$ cat src/rtl/differentiator.sv
// Scaled first-difference stage: y[n] = sat(((x[n] - x[n-1]) * freq_in) >>> GAIN_SHIFT).
// Three register stages after the sample capture, with bypass and clear while disabled.
module differentiator #(
   parameter int CLK_FREQ      = 100_000_000,
   parameter int BITDEPTH      = 16,
   parameter int REG_DATAWIDTH = 16,
   parameter int GAIN_SHIFT    = 8
) (
   input  logic                       clk_in,
   input  logic                       reset_n,
   input  logic                       enable,
   input  logic [REG_DATAWIDTH-1:0]   freq_in,
   input  logic signed [BITDEPTH-1:0] sig_in,
   output logic signed [BITDEPTH-1:0] sig_out,
   output logic                       sat_out
);

   localparam int B      = BITDEPTH;
   localparam int R      = REG_DATAWIDTH;
   localparam int P      = B + R + 2;
   localparam int STAGES = 3;

   // A non-positive clock frequency is a misconfiguration; the stage then stays in bypass.
   localparam logic CLK_OK = (CLK_FREQ > 0);

   localparam logic signed [P-1:0] S_MAX = {{(P-B+1){1'b0}}, {(B-1){1'b1}}};
   localparam logic signed [P-1:0] S_MIN = {{(P-B+1){1'b1}}, {(B-1){1'b0}}};

   logic                  run;
   logic signed [B-1:0]   x_prev;
   logic signed [B:0]     d1;
   logic signed [R:0]     gain;
   logic signed [P-1:0]   p2;
   logic signed [P-1:0]   s;
   logic signed [B-1:0]   s_clamp;
   logic                  clip;
   logic signed [B-1:0]   out_reg;
   logic                  sat_reg;
   // [0] = previous sample held, [1..3] = stage 1..3 valid
   logic [STAGES:0]       vld_pipe;

   assign run  = enable & CLK_OK;
   assign gain = {1'b0, freq_in};

   always_comb begin
      s       = p2 >>> GAIN_SHIFT;
      s_clamp = s[B-1:0];
      clip    = 1'b0;
      if (s > S_MAX) begin
         s_clamp = {1'b0, {(B-1){1'b1}}};
         clip    = 1'b1;
      end else if (s < S_MIN) begin
         s_clamp = {1'b1, {(B-1){1'b0}}};
         clip    = 1'b1;
      end
   end

   always_ff @(posedge clk_in or negedge reset_n) begin
      if (!reset_n) begin
         x_prev   <= '0;
         d1       <= '0;
         p2       <= '0;
         out_reg  <= '0;
         sat_reg  <= 1'b0;
         vld_pipe <= '0;
      end else if (!run) begin
         x_prev   <= '0;
         d1       <= '0;
         p2       <= '0;
         out_reg  <= '0;
         sat_reg  <= 1'b0;
         vld_pipe <= '0;
      end else begin
         x_prev   <= sig_in;
         vld_pipe <= {vld_pipe[STAGES-1:0], 1'b1};
         // B+1 bits holds any difference of two B-bit samples exactly
         d1       <= vld_pipe[0] ? ({sig_in[B-1], sig_in} - {x_prev[B-1], x_prev}) : '0;
         p2       <= P'(d1) * P'(gain);
         out_reg  <= s_clamp;
         sat_reg  <= clip;
      end
   end

   assign sig_out = run ? (vld_pipe[STAGES] ? out_reg : '0) : sig_in;
   assign sat_out = run & vld_pipe[STAGES] & sat_reg;

endmodule

$ cat config.mk
export PLATFORM = sky130hd
export DESIGN_NAME = differentiator
export DESIGN_NICKNAME = d
export VERILOG_FILES = /design/src/rtl/differentiator.sv
export SDC_FILE = /design/constraint.sdc
export NUM_CORES = 1
export LEC_CHECK = 0
export CORE_MARGIN = 4
export CORE_UTILIZATION = 30
export DETAILED_ROUTE_END_ITERATION = 12
export PLACE_DENSITY_LB_ADDON = 0.2
export SYNTH_ARGS = -nofsm -noshare
export SYNTH_HDL_FRONTEND = slang
export SYNTH_SLANG_ARGS = --single-unit
$ cat constraint.sdc
create_clock -name clk_in -period 7.3 [get_ports clk_in]
set_input_delay 2.19 -clock clk_in [delete_from_list [all_inputs] [get_ports clk_in]]
set_output_delay 2.19 -clock clk_in [all_outputs]
set_load 0.005 [all_outputs]
==> results <==
- On the worst path, the slowest cell contributes a delay of 650 ps.
- The most numerous cell on the critical path is sky130_fd_sc_hd__fa_1.
- Dividing the detail-routed wire length by the instance count gives roughly 16 µm.
- Between clock sinks in the finished design, the worst skew comes to 6.65 ps.
- Of the total power, combinational logic draws 0.761.
- Of the total power, the share spent switching nets is 0.463.
- The floorplan die area is 0.0501 mm².
- In this run the standard cell core region covers 0.0457 mm².
- The placement-stage worst setup slack is -781 ps.
- The setup slack after layout is roughly 140 ps.
- The final weighted congestion in routability-driven placement is 0.806.
- The detailed-route wire length is 37,800 µm.
- In the finished design, the share of the clock period the worst path needs comes to 0.980.
- In this run, synthesis inferred 0 flip-flops with an integrated enable.
- The share of synthesized area in the top cell type comes to 0.398.
- Yosys attributes the largest share of cell area to sky130_fd_sc_hd__fa_1 (40%), sky130_fd_sc_hd__dfrtp_1 (14%), sky130_fd_sc_hd__inv_1 (10%).
- The sequential fraction of the synthesis area is 0.143.
- Global routing finished with a remaining overflow of 0.
- The fraction of layout instances using a drive strength above 1 is 0.200.
- The synthesized flop and latch total is 80.
- Clock tree synthesis inserted a total of 9 buffers.
- The dominant cell type by area after synthesis is sky130_fd_sc_hd__fa_1.
- The number of buffer and inverter stages on the critical path is 6.
- The estimated wirelength of the detail-placed design is 30,100 µm.
- The final period demand of the worst path is just over 7000 ps.
- The longest clock path from root to sink contains 2 buffers.
- The area growth from synthesis to layout is 26.4%.
- The detailed router finished its first iteration with ~440 violations.
- The clock slew seen by the registers of the worst setup and hold paths is 70 ps.
- The critical path goes through buf_2 -> nand2_1 -> fa_2 -> buf_12 -> fa_1 -> inv_2 -> fa_1 -> fa_1 -> fa_1 -> inv_1 -> fa_1 -> inv_1 -> ha_4 -> nand4_1 -> o41ai_2 -> a41oi_2 -> buf_4 -> nand3_1 -> o21ai_2 -> xnor2_1 -> nor2_1.
- After detailed routing, the number of remaining DRC violations is 0.
- The arrival time at the worst endpoint is roughly 7400 ps.
- When the netlist entered floorplanning its net count stood at 1,955.
- The relative max-transition margin is 0.323.
- The number of distinct library cell variants in the gate-level netlist after synthesis is 58.
- The first-pass GRT wire length is around 63,000 µm.
- Among all stages on the critical path, the largest delay is contributed by sky130_fd_sc_hd__fa_2.
- The hold violation total from the final report was 0.
- The vertical die dimension is ~220 µm.
- The peak fanout along the critical path is 4.
- The max-capacitance violation count is 0.
- The worst voltage drop across the vdd grid is approximately 0.18 mV.
- Of the total power, registers draw 0.144.
- The starting density of the core is 0.306.
- After technology mapping, the gate count stands at between 1,500 and 2,000.
- Row generation in the floorplan step produced 78 rows.
- After routing the design area is about 0.018 mm².
- In this run the worst hold path is classified as flop to flop.
- Dividing the synthesized area by the synthesized cell count gives between 9 and 10 µm².
- The share of total power dissipated in the clock network is 0.096.
- The count of pins over their slew limit is 0.
- The synthesized netlist occupies a cell area of 0.0140 mm².
- Across all layers, the routed design uses 10,500 vias.
- At the pin with the least slew margin, the transition time is 1020 ps.
- The post-route worst hold slack is 459 ps.
- At the worst endpoint, the required time is about 7500 ps.
- Entering global routing, the biggest net connects 81 pins.
- The share of synthesized registers carrying an async set or reset is 1.00.
- The register with the most flip-flops in the layout has 26 of them.
- For this run, the share of the core covered by cells in the final layout is 0.387.
- The analysis attributes to net switching a power of around 2.1 mW.
- The number of global-route vias before repair is roughly 12,000.
- The element type at the critical path end is a flop.
- The detailed-routing iteration count for the pre-antenna-repair pass is 5.
- During synthesis, Yosys emitted a total of 0 warnings.
- Buffers placed on the I/O ports in this run total between 50 and 60.
- In this run the cell area measured after placement is ~0.016 mm².
- Cell internal power was estimated by the tool at 2.47 mW.
- In this run the horizontal extent of the chip is 224 µm.
- Timing would allow up to roughly 140 MHz.
- The top register by number of flip-flops is p2.
- The clock tree root buffer cell is sky130_fd_sc_hd__clkbuf_16.
- The count of nets left with antenna violations once routing finished came out at 0.
- The number of nets in the finished design is 2,141.
- The leakage power is 8.86 nW.
- The type of origin of the critical path is a primary input.
- Dividing total power by cell area gives a power density of between 200 and 300 mW/mm².
- The worst setup path is of the primary input to flop kind.
- The clock net in this run drives a total of 80 sinks.
- The CTS tree is built.
- The run finished with clean final reports.
- For this run, the total global-route usage over all layers was measured as 0.158.
- The count of H-tree levels built during CTS is 3.
- The insertion delay to the later sink of the worst-skew pair is around 340 ps.
- The prevailing post-synth register cell is sky130_fd_sc_hd__dfrtp_1.
- The largest registers in the layout are p2 (26), d1 (17).
- The via-per-instance ratio is between 4 and 5.
- The final-report setup violation count is 0.
- The number of antenna violations at the first check in global routing is 0.
- Grouping stages by cell kind, the critical path spends the most delay in adder cells.
- For this design the top-level I/O count stands at between 50 and 60.
worst paths after layout:
| check | from | endpoint | slack (ps) | cells after the start |
|---|---|---|---|---|
| max | freq_in[3] | p2[33] | 140 | 21 |
| min | vld_pipe[1] | vld_pipe[2] | 460 | 1 |
| max reg2reg | d1[7] | p2[29] | 1200 | 18 |
| min reg2reg | vld_pipe[1] | vld_pipe[2] | 460 | 1 |
| max in group asynchronous | reset_n | x_prev[14] | 4620 | 1 |
| min in group asynchronous | reset_n | x_prev[2] | 2020 | 1 |
final cells by class:
type,count,area [µm²]
tap,600,751
multi-input combinational,1022,11000
clock inverter,7,61.3
antenna,1,2.50
fill,4612,28000
timing repair buffer,234,2230
inverter,380,1430
sequential,80,2000
clock buffer,9,225
metrics by stage:
step / setup TNS (ps) / total power, mW / cells
6_report: 0 / 4.59 / 2333
5_1_grt: -79.8 / 5.07 / 2332
4_1_cts: 0 / 4.35 / 2319
3_5_place_dp: -13790 / 3.64 / 2287
3_3_place_gp: -13580 / 3.64 / 2287
2_1_floorplan: -3.95 / 2.47 / 1541
power groups by stage:
stage / clock [mW] / sequential, mW / combinational [mW]
2_1_floorplan: 0 / 0.598 / 1.87
3_5_place_dp: 0 / 0.666 / 2.97
6_report: 0.441 / 0.659 / 3.49
4_1_cts: 0.448 / 0.661 / 3.24
5_1_grt: 0.470 / 0.674 / 3.92
3_3_place_gp: 0 / 0.669 / 2.97
metal layers:
layer  vias to the layer above  GRT usage  share of wire
li1                       4936          -              -
met1                      5385      0.223           0.47
met2                       117      0.276           0.50
met3                        22     0.0182          0.024
met4                         0     0.0121         0.0057
met5                         -          0              0
cell usage in the layout, fill, tap and decap left out, types with 32 or more instances in the layout:
cell                              count
sky130_fd_sc_hd__fa_1               262
sky130_fd_sc_hd__clkdlybuf4s50_1     36
sky130_fd_sc_hd__buf_4              146
sky130_fd_sc_hd__nand2_1            190
sky130_fd_sc_hd__a21oi_1             32
sky130_fd_sc_hd__and2_1             116
sky130_fd_sc_hd__nor2_1              80
sky130_fd_sc_hd__ha_1                83
sky130_fd_sc_hd__dfrtp_1             80
sky130_fd_sc_hd__inv_1              357
synth_stat cells (13+ instances only):
| master | number |
|---|---|
| sky130_fd_sc_hd__fa_1 | 278 |
| sky130_fd_sc_hd__nor2_1 | 80 |
| sky130_fd_sc_hd__a21oi_1 | 46 |
| sky130_fd_sc_hd__clkbuf_1 | 57 |
| sky130_fd_sc_hd__a22o_1 | 13 |
| sky130_fd_sc_hd__and3_1 | 15 |
| sky130_fd_sc_hd__dfrtp_1 | 80 |
| sky130_fd_sc_hd__nand2_1 | 201 |
| sky130_fd_sc_hd__inv_1 | 380 |
| sky130_fd_sc_hd__ha_1 | 101 |
| sky130_fd_sc_hd__xnor2_1 | 24 |
| sky130_fd_sc_hd__o21ai_0 | 24 |
| sky130_fd_sc_hd__xor2_1 | 15 |
| sky130_fd_sc_hd__and2_1 | 126 |
logic make-up (layout without fill, tap and decap cells):
logic type / after synthesis / in the layout / synth area share
AND/OR/NAND/NOR: 463 / 463 / 0.157
buffers and inverters: 439 / 630 / 0.118
adder cells (fa/ha/maj): 379 / 379 / 0.488
AO/OA/AOI/OAI: 140 / 140 / 0.0678
flip-flops: 80 / 80 / 0.143
XOR/XNOR: 39 / 39 / 0.0244
multiplexers: 1 / 1 / 0.000716
other: 0 / 1 / 0
repair_timing:
item / CTS / global route
setup endpoints to repair: 21 / 19
hold endpoints to repair: 0 / 0
cloned: 5 / 2
hold buffers: 0 / 0
gates resized for setup: 96 / 125
pin swaps: 57 / 112
buffers inserted: 11 / 14
worst reg2reg max path, stage by stage (launching register included):
cell and delay (ps):
sky130_fd_sc_hd__dfrtp_1 990, sky130_fd_sc_hd__nand2_2 150, sky130_fd_sc_hd__fa_1 560, sky130_fd_sc_hd__inv_1 50, sky130_fd_sc_hd__fa_1 520, sky130_fd_sc_hd__inv_2 40
sky130_fd_sc_hd__fa_1 530, sky130_fd_sc_hd__inv_1 60, sky130_fd_sc_hd__fa_2 490, sky130_fd_sc_hd__fa_1 520, sky130_fd_sc_hd__inv_2 50, sky130_fd_sc_hd__fa_2 550
sky130_fd_sc_hd__inv_1 60, sky130_fd_sc_hd__ha_4 310, sky130_fd_sc_hd__nand2_1 90, sky130_fd_sc_hd__o21bai_4 190, sky130_fd_sc_hd__o31ai_4 280, sky130_fd_sc_hd__a32oi_4 200
sky130_fd_sc_hd__a211o_1 330
(Power assumes the default switching activity.)
